--- config.mk ---
export PLATFORM = sky130hd
export DESIGN_NAME = relu_share_arbiter
export DESIGN_NICKNAME = d
export VERILOG_FILES = /design/src/rtl/relu_share_arbiter.sv
export SDC_FILE = /design/constraint.sdc
export NUM_CORES = 1
export LEC_CHECK = 0
export CAP_MARGIN = 30
export CORE_ASPECT_RATIO = 0.6
export CORE_MARGIN = 2
export CORE_UTILIZATION = 55
export CTS_CLUSTER_SIZE = 24
export DETAILED_ROUTE_END_ITERATION = 10
export DONT_BUFFER_PORTS = 1
export GPL_TIMING_DRIVEN = 1
export PLACE_DENSITY = 0.71
export SLEW_MARGIN = 5
export SYNTH_ARGS = -nofsm -noshare
export SYNTH_HDL_FRONTEND = slang
export SYNTH_SLANG_ARGS = --single-unit
--- constraint.sdc ---
create_clock -name clk -period 2 [get_ports clk]
set_input_delay 0.4 -clock clk [delete_from_list [all_inputs] [get_ports clk]]
set_output_delay 0.4 -clock clk [all_outputs]
set_load 0.005 [all_outputs]
--- src/rtl/relu_share_arbiter.sv ---
// relu_share_arbiter
// Round-robin arbiter that time-shares one external registered ReLU neuron
// among NUM_REQ requesters. One operand is accepted per cycle over
// valid/ready, driven onto neuron_in, and its requester ID travels down a tag
// pipeline aligned with the neuron latency so each result returns tagged.
// A RUN/DRAIN/HOLD flush controller lets upstream logic quiesce the neuron.
//
// Optional build macro: RELU_SHARE_STATS_EN adds stat_clear, stat_issued and
// stat_clipped (saturating 16-bit transfer and zero-result counters).

module relu_share_arbiter #(
  parameter int NUM_REQ    = 4,
  parameter int DATA_W     = 8,
  parameter int NEURON_LAT = 1,
  parameter int ID_W       = 2
) (
  input  logic                      clk,
  input  logic                      reset,
  input  logic [NUM_REQ-1:0]        req_valid,
  input  logic [NUM_REQ*DATA_W-1:0] req_data,
  output logic [NUM_REQ-1:0]        req_ready,
  output logic [DATA_W-1:0]         neuron_in,
  input  logic [DATA_W-1:0]         neuron_out,
  output logic                      resp_valid,
  output logic [ID_W-1:0]           resp_id,
  output logic [DATA_W-1:0]         resp_data,
  input  logic                      flush,
  output logic                      flush_done,
  output logic                      busy
`ifdef RELU_SHARE_STATS_EN
  ,
  input  logic                      stat_clear,
  output logic [15:0]               stat_issued,
  output logic [15:0]               stat_clipped
`endif
);

  // Tag stage NEURON_LAT lines up with the registered neuron output.
  localparam int NSTG = NEURON_LAT + 1;
  localparam int LAST = NEURON_LAT;

  typedef enum logic [1:0] {
    ST_RUN   = 2'd0,
    ST_DRAIN = 2'd1,
    ST_HOLD  = 2'd2
  } state_e;

  state_e                      state_q, state_d;
  logic [ID_W-1:0]             rr_ptr_q, rr_ptr_d;
  logic [DATA_W-1:0]           neuron_in_q, neuron_in_d;
  logic [NSTG-1:0]             tag_vld_q, tag_vld_d;
  logic [NSTG-1:0][ID_W-1:0]   tag_id_q, tag_id_d;
  logic                        resp_valid_q, resp_valid_d;
  logic [ID_W-1:0]             resp_id_q, resp_id_d;
  logic [DATA_W-1:0]           resp_data_q, resp_data_d;
  logic                        flush_done_q, flush_done_d;

  logic                        grant_en;
  logic                        hi_found, lo_found;
  logic [ID_W-1:0]             hi_idx, lo_idx;
  logic                        xfer;
  logic [ID_W-1:0]             grant_idx;
  logic [DATA_W-1:0]           grant_data;
  logic                        tag_empty;

  // Round-robin search: first valid at or above rr_ptr, else lowest valid.
  always_comb begin
    // NOTE: every combinational output gets a default first so no path can
    // leave it unassigned and infer a latch.
    hi_found = 1'b0;
    hi_idx   = '0;
    lo_found = 1'b0;
    lo_idx   = '0;
    grant_en = reset && (state_q == ST_RUN) && !flush;
    for (int i = 0; i < NUM_REQ; i++) begin
      if (req_valid[i] && !lo_found) begin
        lo_found = 1'b1;
        lo_idx   = ID_W'(i);
      end
      if (req_valid[i] && !hi_found && (ID_W'(i) >= rr_ptr_q)) begin
        hi_found = 1'b1;
        hi_idx   = ID_W'(i);
      end
    end
    xfer      = grant_en && (hi_found || lo_found);
    grant_idx = hi_found ? hi_idx : lo_idx;
  end

  // One-hot ready, operand mux and pointer advance for the granted requester.
  always_comb begin
    req_ready  = '0;
    grant_data = '0;
    rr_ptr_d   = rr_ptr_q;
    for (int i = 0; i < NUM_REQ; i++) begin
      if (grant_idx == ID_W'(i)) begin
        req_ready[i] = xfer;
        grant_data   = req_data[i*DATA_W +: DATA_W];
      end
    end
    if (xfer) begin
      rr_ptr_d = (grant_idx == ID_W'(NUM_REQ - 1)) ? '0 : grant_idx + ID_W'(1);
    end
  end

  // Issue into the neuron, shift the tag pipeline, capture the tagged result.
  always_comb begin
    neuron_in_d = xfer ? grant_data : '0;
    tag_vld_d    = '0;
    tag_id_d     = '0;
    tag_vld_d[0] = xfer;
    tag_id_d[0]  = grant_idx;
    for (int s = 1; s < NSTG; s++) begin
      tag_vld_d[s] = tag_vld_q[s-1];
      tag_id_d[s]  = tag_id_q[s-1];
    end
    resp_valid_d = tag_vld_q[LAST];
    resp_id_d    = tag_vld_q[LAST] ? tag_id_q[LAST] : resp_id_q;
    resp_data_d  = tag_vld_q[LAST] ? neuron_out     : resp_data_q;
  end

  assign tag_empty = ~|tag_vld_q;

  // Flush controller next state: RUN -> DRAIN on flush, DRAIN -> HOLD once
  // the tag pipeline is empty (with a done pulse), HOLD -> RUN on flush low.
  always_comb begin
    state_d      = state_q;
    flush_done_d = 1'b0;
    case (state_q)
      ST_RUN: begin
        if (flush) state_d = ST_DRAIN;
      end
      ST_DRAIN: begin
        if (tag_empty) begin
          flush_done_d = 1'b1;
          state_d      = ST_HOLD;
        end
      end
      ST_HOLD: begin
        if (!flush) state_d = ST_RUN;
      end
      default: state_d = ST_RUN;
    endcase
  end

  // State registers; an asynchronous reset drops every in-flight result.
  always_ff @(posedge clk or negedge reset) begin
    if (!reset) begin
      state_q      <= ST_RUN;
      rr_ptr_q     <= '0;
      neuron_in_q  <= '0;
      // NOTE: the tag pipeline is small and must be cleared, otherwise a
      // stale valid bit would emit a response after reset; wide data-only
      // storage would normally be left unreset.
      tag_vld_q    <= '0;
      tag_id_q     <= '0;
      resp_valid_q <= 1'b0;
      resp_id_q    <= '0;
      resp_data_q  <= '0;
      flush_done_q <= 1'b0;
    end else begin
      // NOTE: non-blocking assignments so every flop samples pre-edge values
      // regardless of statement order.
      state_q      <= state_d;
      rr_ptr_q     <= rr_ptr_d;
      neuron_in_q  <= neuron_in_d;
      tag_vld_q    <= tag_vld_d;
      tag_id_q     <= tag_id_d;
      resp_valid_q <= resp_valid_d;
      resp_id_q    <= resp_id_d;
      resp_data_q  <= resp_data_d;
      flush_done_q <= flush_done_d;
    end
  end

  assign neuron_in  = neuron_in_q;
  assign resp_valid = resp_valid_q;
  assign resp_id    = resp_id_q;
  assign resp_data  = resp_data_q;
  assign flush_done = flush_done_q;
  // Includes the stage 0 write happening this cycle.
  assign busy       = xfer | ~tag_empty;

`ifdef RELU_SHARE_STATS_EN
  logic [15:0] stat_issued_q, stat_issued_d;
  logic [15:0] stat_clipped_q, stat_clipped_d;

  // Saturating counters; clear wins over increment.
  always_comb begin
    stat_issued_d  = stat_issued_q;
    stat_clipped_d = stat_clipped_q;
    if (stat_clear) begin
      stat_issued_d  = '0;
      stat_clipped_d = '0;
    end else begin
      if (xfer && (stat_issued_q != 16'hFFFF)) begin
        stat_issued_d = stat_issued_q + 16'd1;
      end
      if (resp_valid_q && (resp_data_q == '0) && (stat_clipped_q != 16'hFFFF)) begin
        stat_clipped_d = stat_clipped_q + 16'd1;
      end
    end
  end

  // Counter registers.
  always_ff @(posedge clk or negedge reset) begin
    if (!reset) begin
      stat_issued_q  <= '0;
      stat_clipped_q <= '0;
    end else begin
      stat_issued_q  <= stat_issued_d;
      stat_clipped_q <= stat_clipped_d;
    end
  end

  assign stat_issued  = stat_issued_q;
  assign stat_clipped = stat_clipped_q;
`endif

endmodule

# ---- After elaboration in Yosys (flattened, before gate mapping)
# Cells that the tools add are included.
dict set report word_totals {
  ff_bits 30
  out_inout_bits 25
  word_cells 80
  inputBits 47
}
dict set report op_classes {
  n_bitwise 1
  n_eq_ne 8
  add_sub_neg 1
  mux 31
  reduce_logical 25
  order_cmp 4
}
# cell count
set ops {}
lappend ops {{$mux W8} 5}
lappend ops {{$mux W2} 9}
lappend ops {{$mux W1} 16}
lappend ops {{$logic_and A1 B1 Y1} 13}
lappend ops {{$logic_not A1 Y1} 7}
lappend ops {{$eq A2 B2 Y1 const B} 3}
lappend ops {{$ne A2 B2 Y1 const B} 3}
lappend ops {{$pmux W2 S3} 1}
lappend ops {{$eq A2 B1 Y1 const B} 2}
lappend ops {{$ge A1 B2 Y1 const A} 2}
lappend ops {{$ge A2 B2 Y1 const A} 2}
lappend ops {{$logic_not A2 Y1} 2}
lappend ops {{$reduce_and A3 Y1} 1}
lappend ops {{$add A2 B1 Y2 const B} 1}
lappend ops {{$reduce_or A2 Y1} 1}
lappend ops {{$logic_or A1 B1 Y1} 1}
lappend ops {{$or A1 B1 Y1} 1}

# ---- Depth between registers and ports, before layout
# Gate-level depths: netlist of the first run.
dict set report logic_depth {
  depth_word 22
  ltp_mapped 11
  mapped_depth_nobuf 9
}

# ---- Worst setup path before layout of the first run
# No wires, ideal clock.
dict set report synth_timing {
  path_type {register -> output}
  startpoint {register rr_ptr_q[1]}
  endpoint {output port req_ready[3]}
  n_path_buf 2
  slack_ns -0.037
  t_required_ns 1.600
  arrival_ns 1.637
  path_stages_with_launch 8
  path_cell_list {dfrtp_1 -> a21o_2 -> a21oi_1 -> o22a_1 -> ha_1 -> clkbuf_1 -> buf_2 -> and2_1}
}
dict set report synth_between {
  elab_chain_len 18
  word_cells_on_any_way 26
}
# item line_no
set synth_lines {}
lappend synth_lines {{start, declared} 49} ;# logic [ID_W-1:0] rr_ptr_q, rr_ptr_d;
lappend synth_lines {{start signal, assigned} 164} ;# rr_ptr_q <= rr_ptr_d;
lappend synth_lines {{$ge A1 B2 Y1} 80} ;# if (req_valid[i] && !hi_found && (ID_W'(i) >= rr_ptr_q)) begin
lappend synth_lines {{$logic_and A1 B1 Y1} 80}
lappend synth_lines {{$mux W1} 80}
lappend synth_lines {{$logic_not A1 Y1} 80}
lappend synth_lines {{$logic_and A1 B1 Y1 (2 in series)} 80}
lappend synth_lines {{$mux W1} 80}
lappend synth_lines {{$logic_not A1 Y1} 80}
lappend synth_lines {{$logic_and A1 B1 Y1 (2 in series)} 80}
lappend synth_lines {{$mux W1} 80}
lappend synth_lines {{$logic_not A1 Y1} 80}
lappend synth_lines {{$logic_and A1 B1 Y1 (2 in series)} 80}
lappend synth_lines {{$mux W2 / $mux W1 (equally long branches)} 80}
lappend synth_lines {{$mux W2 (*)} 86} ;# grant_idx = hi_found ? hi_idx : lo_idx;
lappend synth_lines {{named net grant_idx[1]} 62} ;# logic [ID_W-1:0] grant_idx;
lappend synth_lines {{$eq A2 B2 Y1 (*)} 95} ;# if (grant_idx == ID_W'(i)) begin
lappend synth_lines {{$mux W1 (*)} 95}
lappend synth_lines {{end, declared} 21} ;# output logic [NUM_REQ-1:0] req_ready,
# Mark *: on every way through the listed nets, which the timed path passes. The rest lies on a longest branch.

# ---- Worst setup path after layout of the first run
dict set report layout_timing {
  startpoint {register rr_ptr_q[1]}
  endpoint {register neuron_in_q[4] (netlist: neuron_in[4])}
}
dict set report layout_between {
  elab_chain_len 22
  word_cells_on_any_way 33
}
# item line_no
set layout_lines {}
lappend layout_lines {{$ge A1 B2 Y1} 80}
lappend layout_lines {{$logic_and A1 B1 Y1} 80}
lappend layout_lines {{$mux W1} 80}
lappend layout_lines {{$logic_not A1 Y1} 80}
lappend layout_lines {{$logic_and A1 B1 Y1 (2 in series)} 80}
lappend layout_lines {{$mux W1} 80}
lappend layout_lines {{$logic_not A1 Y1} 80}
lappend layout_lines {{$logic_and A1 B1 Y1 (2 in series)} 80}
lappend layout_lines {{(+4 left out)} -}
lappend layout_lines {{$mux W2 / $mux W1 (equally long branches)} 80}
lappend layout_lines {{$mux W2 (*)} 86}
lappend layout_lines {{named net grant_idx[1]} 62}
lappend layout_lines {{$logic_not A2 Y1} 95}
lappend layout_lines {{$mux W8 (3 in series)} 95}
lappend layout_lines {{$mux W8 (*)} 95}
lappend layout_lines {{$mux W8 (*)} 107} ;# neuron_in_d = xfer ? grant_data : '0;
lappend layout_lines {{named net neuron_in_d[4]} 50} ;# logic [DATA_W-1:0] neuron_in_q, neuron_in_d;
lappend layout_lines {{end signal, assigned} 165} ;# neuron_in_q <= neuron_in_d;
lappend layout_lines {{end, declared} 50}
# Marked as above.
# A chain may end at the register's enable or synchronous reset.

==> impl_metrics.tcl, run 1 <==
set metrics [dict create \
    synth_flop_cell "dfrtp_1" \
    tightest_slew_ns 0.452 \
    area_delta_synth_final_pct 38.0 \
    finalNonFillerCells 185 \
    grt_use_total 0.225 \
    routed_wire_length_per_instance_um 20.2 \
    synth_seq_cells 30 \
    yosys-top-cells-area "dfrtp_1, mux2_2, a211o_1" \
    cell_accounting_for_the_most_synthesized_area "dfrtp_1" \
    gr-total-overflow 0 \
    fp.dieW_um 69.7 \
    total_routed_length_mm 3.74 \
    core_region_area_mm2 0.00249 \
    rr_startpoint "rr_ptr_q[1]" \
    hold_path.class "in -> reg" \
    grt_max_degree 31 \
    critical-path-max-stage-delay_ns 0.39 \
    die_area_mm2 0.00303 \
    critPathBufInv 3 \
    starting_density 0.572 \
    drc_errors 0 \
    path_common_cell "a21oi_2" \
    clock_sink_count 30 \
    detailedRoute.firstPassIterationCount 4 \
    worst-r2r-setup-slack_ns -0.18 \
    syn-num-nets 180 \
    timing.reg2reg.worst_path_depth 11 \
    fin_util 0.790 \
    grt_first_pass_wirelength_mm 5.03 \
    setup_viol_count_final 12 \
    layout_min_cycle_time_ns 2.18 \
    clk_root_buffer_cell "clkbuf_8" \
    clk_path_buf_depth 2 \
    port_buffers 0 \
    rsz_0062_raised_after_global_routing "yes" \
    synth.yosys.seq_area_share 0.527 \
    synthTopCellsByCount "dfrtp_1, a21oi_1, inv_1, nand2_1, mux2_2" \
    cp_top_family "compound AO/OA/AOI/OAI gates" \
    synth_enable_flop_cells 0 \
    relSlewSlack 0.699 \
    ctsHtreeMaxLevel 2 \
    worst_slack_ns -0.185 \
    p_leak_nw 0.912 \
    outcome "finished with violations" \
    die_y_um 43.4 \
    antenna_found_initial 0 \
    number_of_buffers_inserted_during_clock_tree_synthesis 5 \
    timing_worst_setup_path_type "reg -> reg" \
    first_global_vias 1051 \
    final_cell_area_mm2 0.00197 \
    total_number_of_vias 1121 \
    final_nets 203 \
    drt_iter0_markers 67 \
    setup.worst_path.start "rr_ptr_q[1]" \
    dp_cells 163 \
    ant_nets 0 \
    crit_path_end_kind "flop" \
    num_antenna_cells 0 \
    crit_fanout 4 \
    cts_tree "done" \
    cp_startpoint_kind "flop" \
    slew_violations 0 \
    clkLatencyLatePin_ns 0.27 \
    post-synth-top-count-cell "dfrtp_1" \
    share_of_cells_above_drive_strength_1 0.471 \
    rows 14 \
    clock.fmax_mhz 458 \
    synth-warning-count 0 \
    worst_r2r_endpoint "neuron_in[4]" \
    worst_ep_arrival_time_ns 2.39 \
    critPathRequiredTime_ns 2.20 \
    max_cap_violations 0 \
    synth_largest_type_area_fraction 0.527 \
    hold_path.startpoint "neuron_out[6]" \
    report.power.total_mw 2.97 \
    clk_pin_slew_worst_paths_ns 0.06 \
    ys_types 28 \
    gp_congestion 0.836 \
    timing.critical_path.slowest_stage_cell "dfrtp_1" \
    setup.worst_path.end "neuron_in[4]" \
    hold_viol 0 \
    num_io_pins 72 \
    critical_path_cell_count 11 \
    finalCritPeriodShare 1.09 \
    dpl_cell_area_mm2 0.00150 \
    failed_checks "setup timing" \
    peakVddDrop_mv 0.893 \
    dp.final_hpwl_mm 2.14 \
    clock-skew-final_ns 0.00255 \
    power.density_mw_per_mm2 1510 \
    syn_area_mm2 0.00142 \
    vias_per_cell 6.06 \
    cp_cell_sequence "a21o_2, a21oi_2, o22a_1, inv_2, ha_4, buf_12, nor2b_4, buf_4, a221oi_2, a211o_1, a21oi_2" \
    average_cell_area_after_synthesis_um2 11.0 \
    synth-async-reset-ratio 1.00 \
    netlist_instances 129 \
]
==> cells in the final DEF (no fill, tap or decap), types with 5 or more instances in the layout <==
master    instances
a221oi_2          5
mux2_2           10
nand2_1          12
inv_1            10
clkbuf_8          6
buf_4            13
a21oi_1           5
dfrtp_1          30
nor2_1            6
a211o_1           7
buf_6             7
a21oi_2           6
==> metrics by stage <==
stage	TNS, ns	hold WS (ns)	setup slack, ns
finish	-1.27	0.273	-0.185
global route	-2.07	0.256	-0.245
CTS	-0.364	0.260	-0.0642
detailed placement	-0.305	0.105	-0.100
global placement	-0.109	0.105	-0.0471
floorplan	0	0.104	0.00323
==> report_power, final <==
part           switching [mW]  internal (mW)
sequential              0.161          0.817
clock                   0.219          0.531
combinational           0.568          0.675
total                   0.948           2.02
==> flip-flops by register name (all words and copies together), names as in the netlist <==
name        count
flush_done      1
neuron_in       8
resp_data       8
resp_id         2
resp_valid      1
rr_ptr_q        2
state_q         2
tag_id_d        2
tag_id_q        2
tag_vld_q       2
==> kinds of logic (layout without fill, tap and decap cells) <==
logic type | after synthesis | in the layout | synth area share
AO/OA/AOI/OAI | 35 | 35 | 0.183
buffers and inverters | 21 | 45 | 0.0650
flip-flops | 30 | 30 | 0.527
multiplexers | 10 | 10 | 0.0791
adder cells (fa/ha/maj) | 4 | 4 | 0.0352
AND/OR/NAND/NOR | 29 | 29 | 0.111
==> cell type report <==
cell class                      count  area (um^2)
Multi-Input combinational cell     78          742
Inverter                           13         48.8
Fill cell                         131          522
Clock buffer                        6         82.6
Sequential cell                    30          751
Clock inverter                      2         60.1
Timing Repair Buffer               24          241
Tap cell                           32         40.0
==> what timing repair did <==
action	CTS	global route
endpoints found under the hold margin	30	0
pin swaps	7	11
buffers inserted	6	6
hold buffers	2	0
endpoints found under the setup margin	10	12
gates resized for setup	17	24
==> worst min-delay path by stage <==
stage	cells after the start	slack (ns)	to
finish	1	0.27	resp_data[6]
global route	1	0.26	resp_data[3]
CTS	2	0.26	neuron_in[2]
detailed placement	0	0.10	rr_ptr_q[0]
global placement	0	0.10	neuron_in[6]
floorplan	0	0.10	flush_done
==> routing by layer <==
metal | global-route usage | routed length [um] | part of all wire
met1 | 0.292 | 1510 | 0.40
met2 | 0.348 | 1860 | 0.50
met3 | 0.0674 | 285 | 0.076
met4 | 0.123 | 85 | 0.023
met5 | 0 | 0 | 0
No activity file was read; power rests on OpenSTA's default activity.
==> inputs of run 2 (changes only) <==
--- a/config.mk
+++ b/config.mk
@@ -9,7 +9,7 @@
 export CORE_ASPECT_RATIO = 0.6
 export CORE_MARGIN = 2
 export CORE_UTILIZATION = 55
-export CTS_CLUSTER_SIZE = 24
+export CTS_CLUSTER_SIZE = 10
 export DETAILED_ROUTE_END_ITERATION = 10
 export DONT_BUFFER_PORTS = 1
 export GPL_TIMING_DRIVEN = 1
==> results of run 2 <==
Same layout as run 1: the final DEF is identical, and so are final timing and power.
==> inputs of run 3 (changes only) <==
--- a/config.mk
+++ b/config.mk
@@ -14,6 +14,7 @@
 export DONT_BUFFER_PORTS = 1
 export GPL_TIMING_DRIVEN = 1
 export PLACE_DENSITY = 0.71
+export SKIP_CTS_REPAIR_TIMING = 1
 export SLEW_MARGIN = 5
 export SYNTH_ARGS = -nofsm -noshare
 export SYNTH_HDL_FRONTEND = slang
==> run 3 against run 2 <==
The run still ends with setup timing left. Critical path type is now reg -> out. Sequential share of layout area is 1.6 points higher. Via count decreased by 8.0%. Highest routed layer unchanged. Register-to-register slack improved by 0.11 ns.
==> impl_metrics.tcl, run 3 (synthesis results as in run 1) <==
set metrics [dict create \
    outcome "finished with violations" \
    failed_checks "setup timing" \
    rsz_0062_raised_after_global_routing "yes" \
    detailedRoute.firstPassIterationCount 4 \
    hold_ws_ns 0.273 \
    hold_viol 0 \
    die_area_mm2 0.00303 \
    ant_nets 0 \
    mostFrequentLayoutCells "dfrtp_1, buf_4, nand2_1" \
    dp_cells 163 \
    gr-total-overflow 0 \
    rows 14 \
    port_buffers 0 \
    layout_min_cycle_time_ns 2.10 \
    grt_use_total 0.198 \
    critPathBufInv 2 \
    clk_pin_slew_worst_paths_ns 0.06 \
    grt_max_degree 32 \
    fillers 156 \
    number_of_buffers_inserted_during_clock_tree_synthesis 5 \
    clk_path_buf_depth 2 \
    total_number_of_vias 1031 \
    peakVddDrop_mv 0.783 \
    first_global_vias 928 \
    cp_top_family "compound AO/OA/AOI/OAI gates" \
    share_of_cells_above_drive_strength_1 0.450 \
    drc_errors 0 \
    cp_cell_sequence "o22ai_1, a211oi_4, inv_2, buf_4, ha_4, and2_1" \
    timing.critical_path.slowest_stage_cell "dfrtp_1" \
    dp.final_hpwl_mm 2.14 \
    cts_tree "done" \
    hold_path.class "in -> reg" \
    setup_viol_count_final 11 \
    area_delta_synth_final_pct 32.6 \
    clock.fmax_mhz 476 \
    power.density_mw_per_mm2 1480 \
    cp_startpoint_kind "flop" \
    p_leak_nw 0.881 \
    num_io_pins 72 \
    ctsHtreeMaxLevel 2 \
    timing_worst_setup_path_type "reg -> out" \
    drt_iter0_markers 52 \
    finalNonFillerCells 181 \
    antenna_found_initial 0 \
    clk_root_buffer_cell "clkbuf_8" \
    fp.dieW_um 69.7 \
    critPathRequiredTime_ns 1.60 \
    clock-skew-final_ns 0.00193 \
    place_ws_ns -0.100 \
    report.power.total_mw 2.79 \
    max_cap_violations 0 \
    crit_fanout 7 \
    multi_input_comb_area_um2 721 \
    routed_wire_length_per_instance_um 17.1 \
    slew_violations 0 \
    vias_per_cell 5.70 \
    seq_area_um2 751 \
    final_nets 199 \
    num_antenna_cells 0 \
    die_y_um 43.4 \
    mostFrequentLayoutCell "dfrtp_1" \
    core_region_area_mm2 0.00249 \
    starting_density 0.572 \
    grt_first_pass_wirelength_mm 4.44 \
    crit_path_end_kind "output port" \
    worst_slack_ns -0.103 \
    relSlewSlack 0.702 \
    worst_ep_arrival_time_ns 1.70 \
    clock_sink_count 30 \
    critical-path-max-stage-delay_ns 0.38 \
    clkLatencyLatePin_ns 0.27 \
    tightest_slew_ns 0.447 \
    finalCritPeriodShare 1.05 \
    gp_congestion 0.836 \
    total_routed_length_mm 3.09 \
]
## run 3: cell type report
| cell class | count | share of cell area |
|---|---|---|
| well taps | 32 | 0.0212 |
| clock buffers | 6 | 0.0437 |
| repair buffers | 20 | 0.0981 |
| flip-flops and latches | 30 | 0.398 |
| inverters | 13 | 0.0258 |
| clock inverters | 2 | 0.0318 |
| multi-input cells | 78 | 0.382 |
## run 3: power breakdown
group	leakage, nW	internal, mW	switching (mW)	total (mW)
registers	0.380	0.817	0.160	0.977
logic	0.430	0.582	0.488	1.07
clock network	0.0714	0.531	0.215	0.746
## run 3: worst paths after layout
| kind | startpoint | endpoint | slack (ns) | cells past startpoint |
|---|---|---|---|---|
| worst max-delay path | rr_ptr_q[0] | req_ready[2] | -0.10 | 6 |
| worst min-delay path | neuron_out[6] | resp_data[6] | 0.27 | 1 |
| worst max register to register | rr_ptr_q[1] | neuron_in[3] | -0.07 | 10 |
| worst min register to register | tag_id_d[3] | tag_id_q[3] | 0.35 | 0 |
| max in group asynchronous | reset | tag_id_q[3] | 1.28 | 2 |
| min in group asynchronous | reset | state_q[1] | 0.56 | 2 |
## run 3: worst register-to-register path, stage by stage, from the launching register on
cell and delay [ns]:
dfrtp_1 0.40, a21o_2 0.20, a21oi_2 0.12, o22a_1 0.18, inv_2 0.07, ha_4 0.17, buf_12 0.12, nor2b_4 0.24
a221oi_2 0.09, a211o_1 0.27, a21oi_2 0.13
## run 3: per-stage QoR
stage                     utilization  instance area [um^2]  setup TNS, ns
after global placement          0.601                  1500         -0.109
after detailed placement        0.601                  1500         -0.305
after global routing            0.759                  1890          -1.50
final                           0.759                  1890         -0.652
after floorplan                     -                  1430              0
after CTS                       0.658                  1640          -1.00
## run 3: per-layer routing
layer  part of all wire  vias to the layer above  global-route usage
met2               0.45                       62               0.290
met5                  0                        -                   0
met3              0.099                        6              0.0628
li1                   -                      482                   -
met4              0.014                        0              0.0962
met1               0.44                      481               0.273
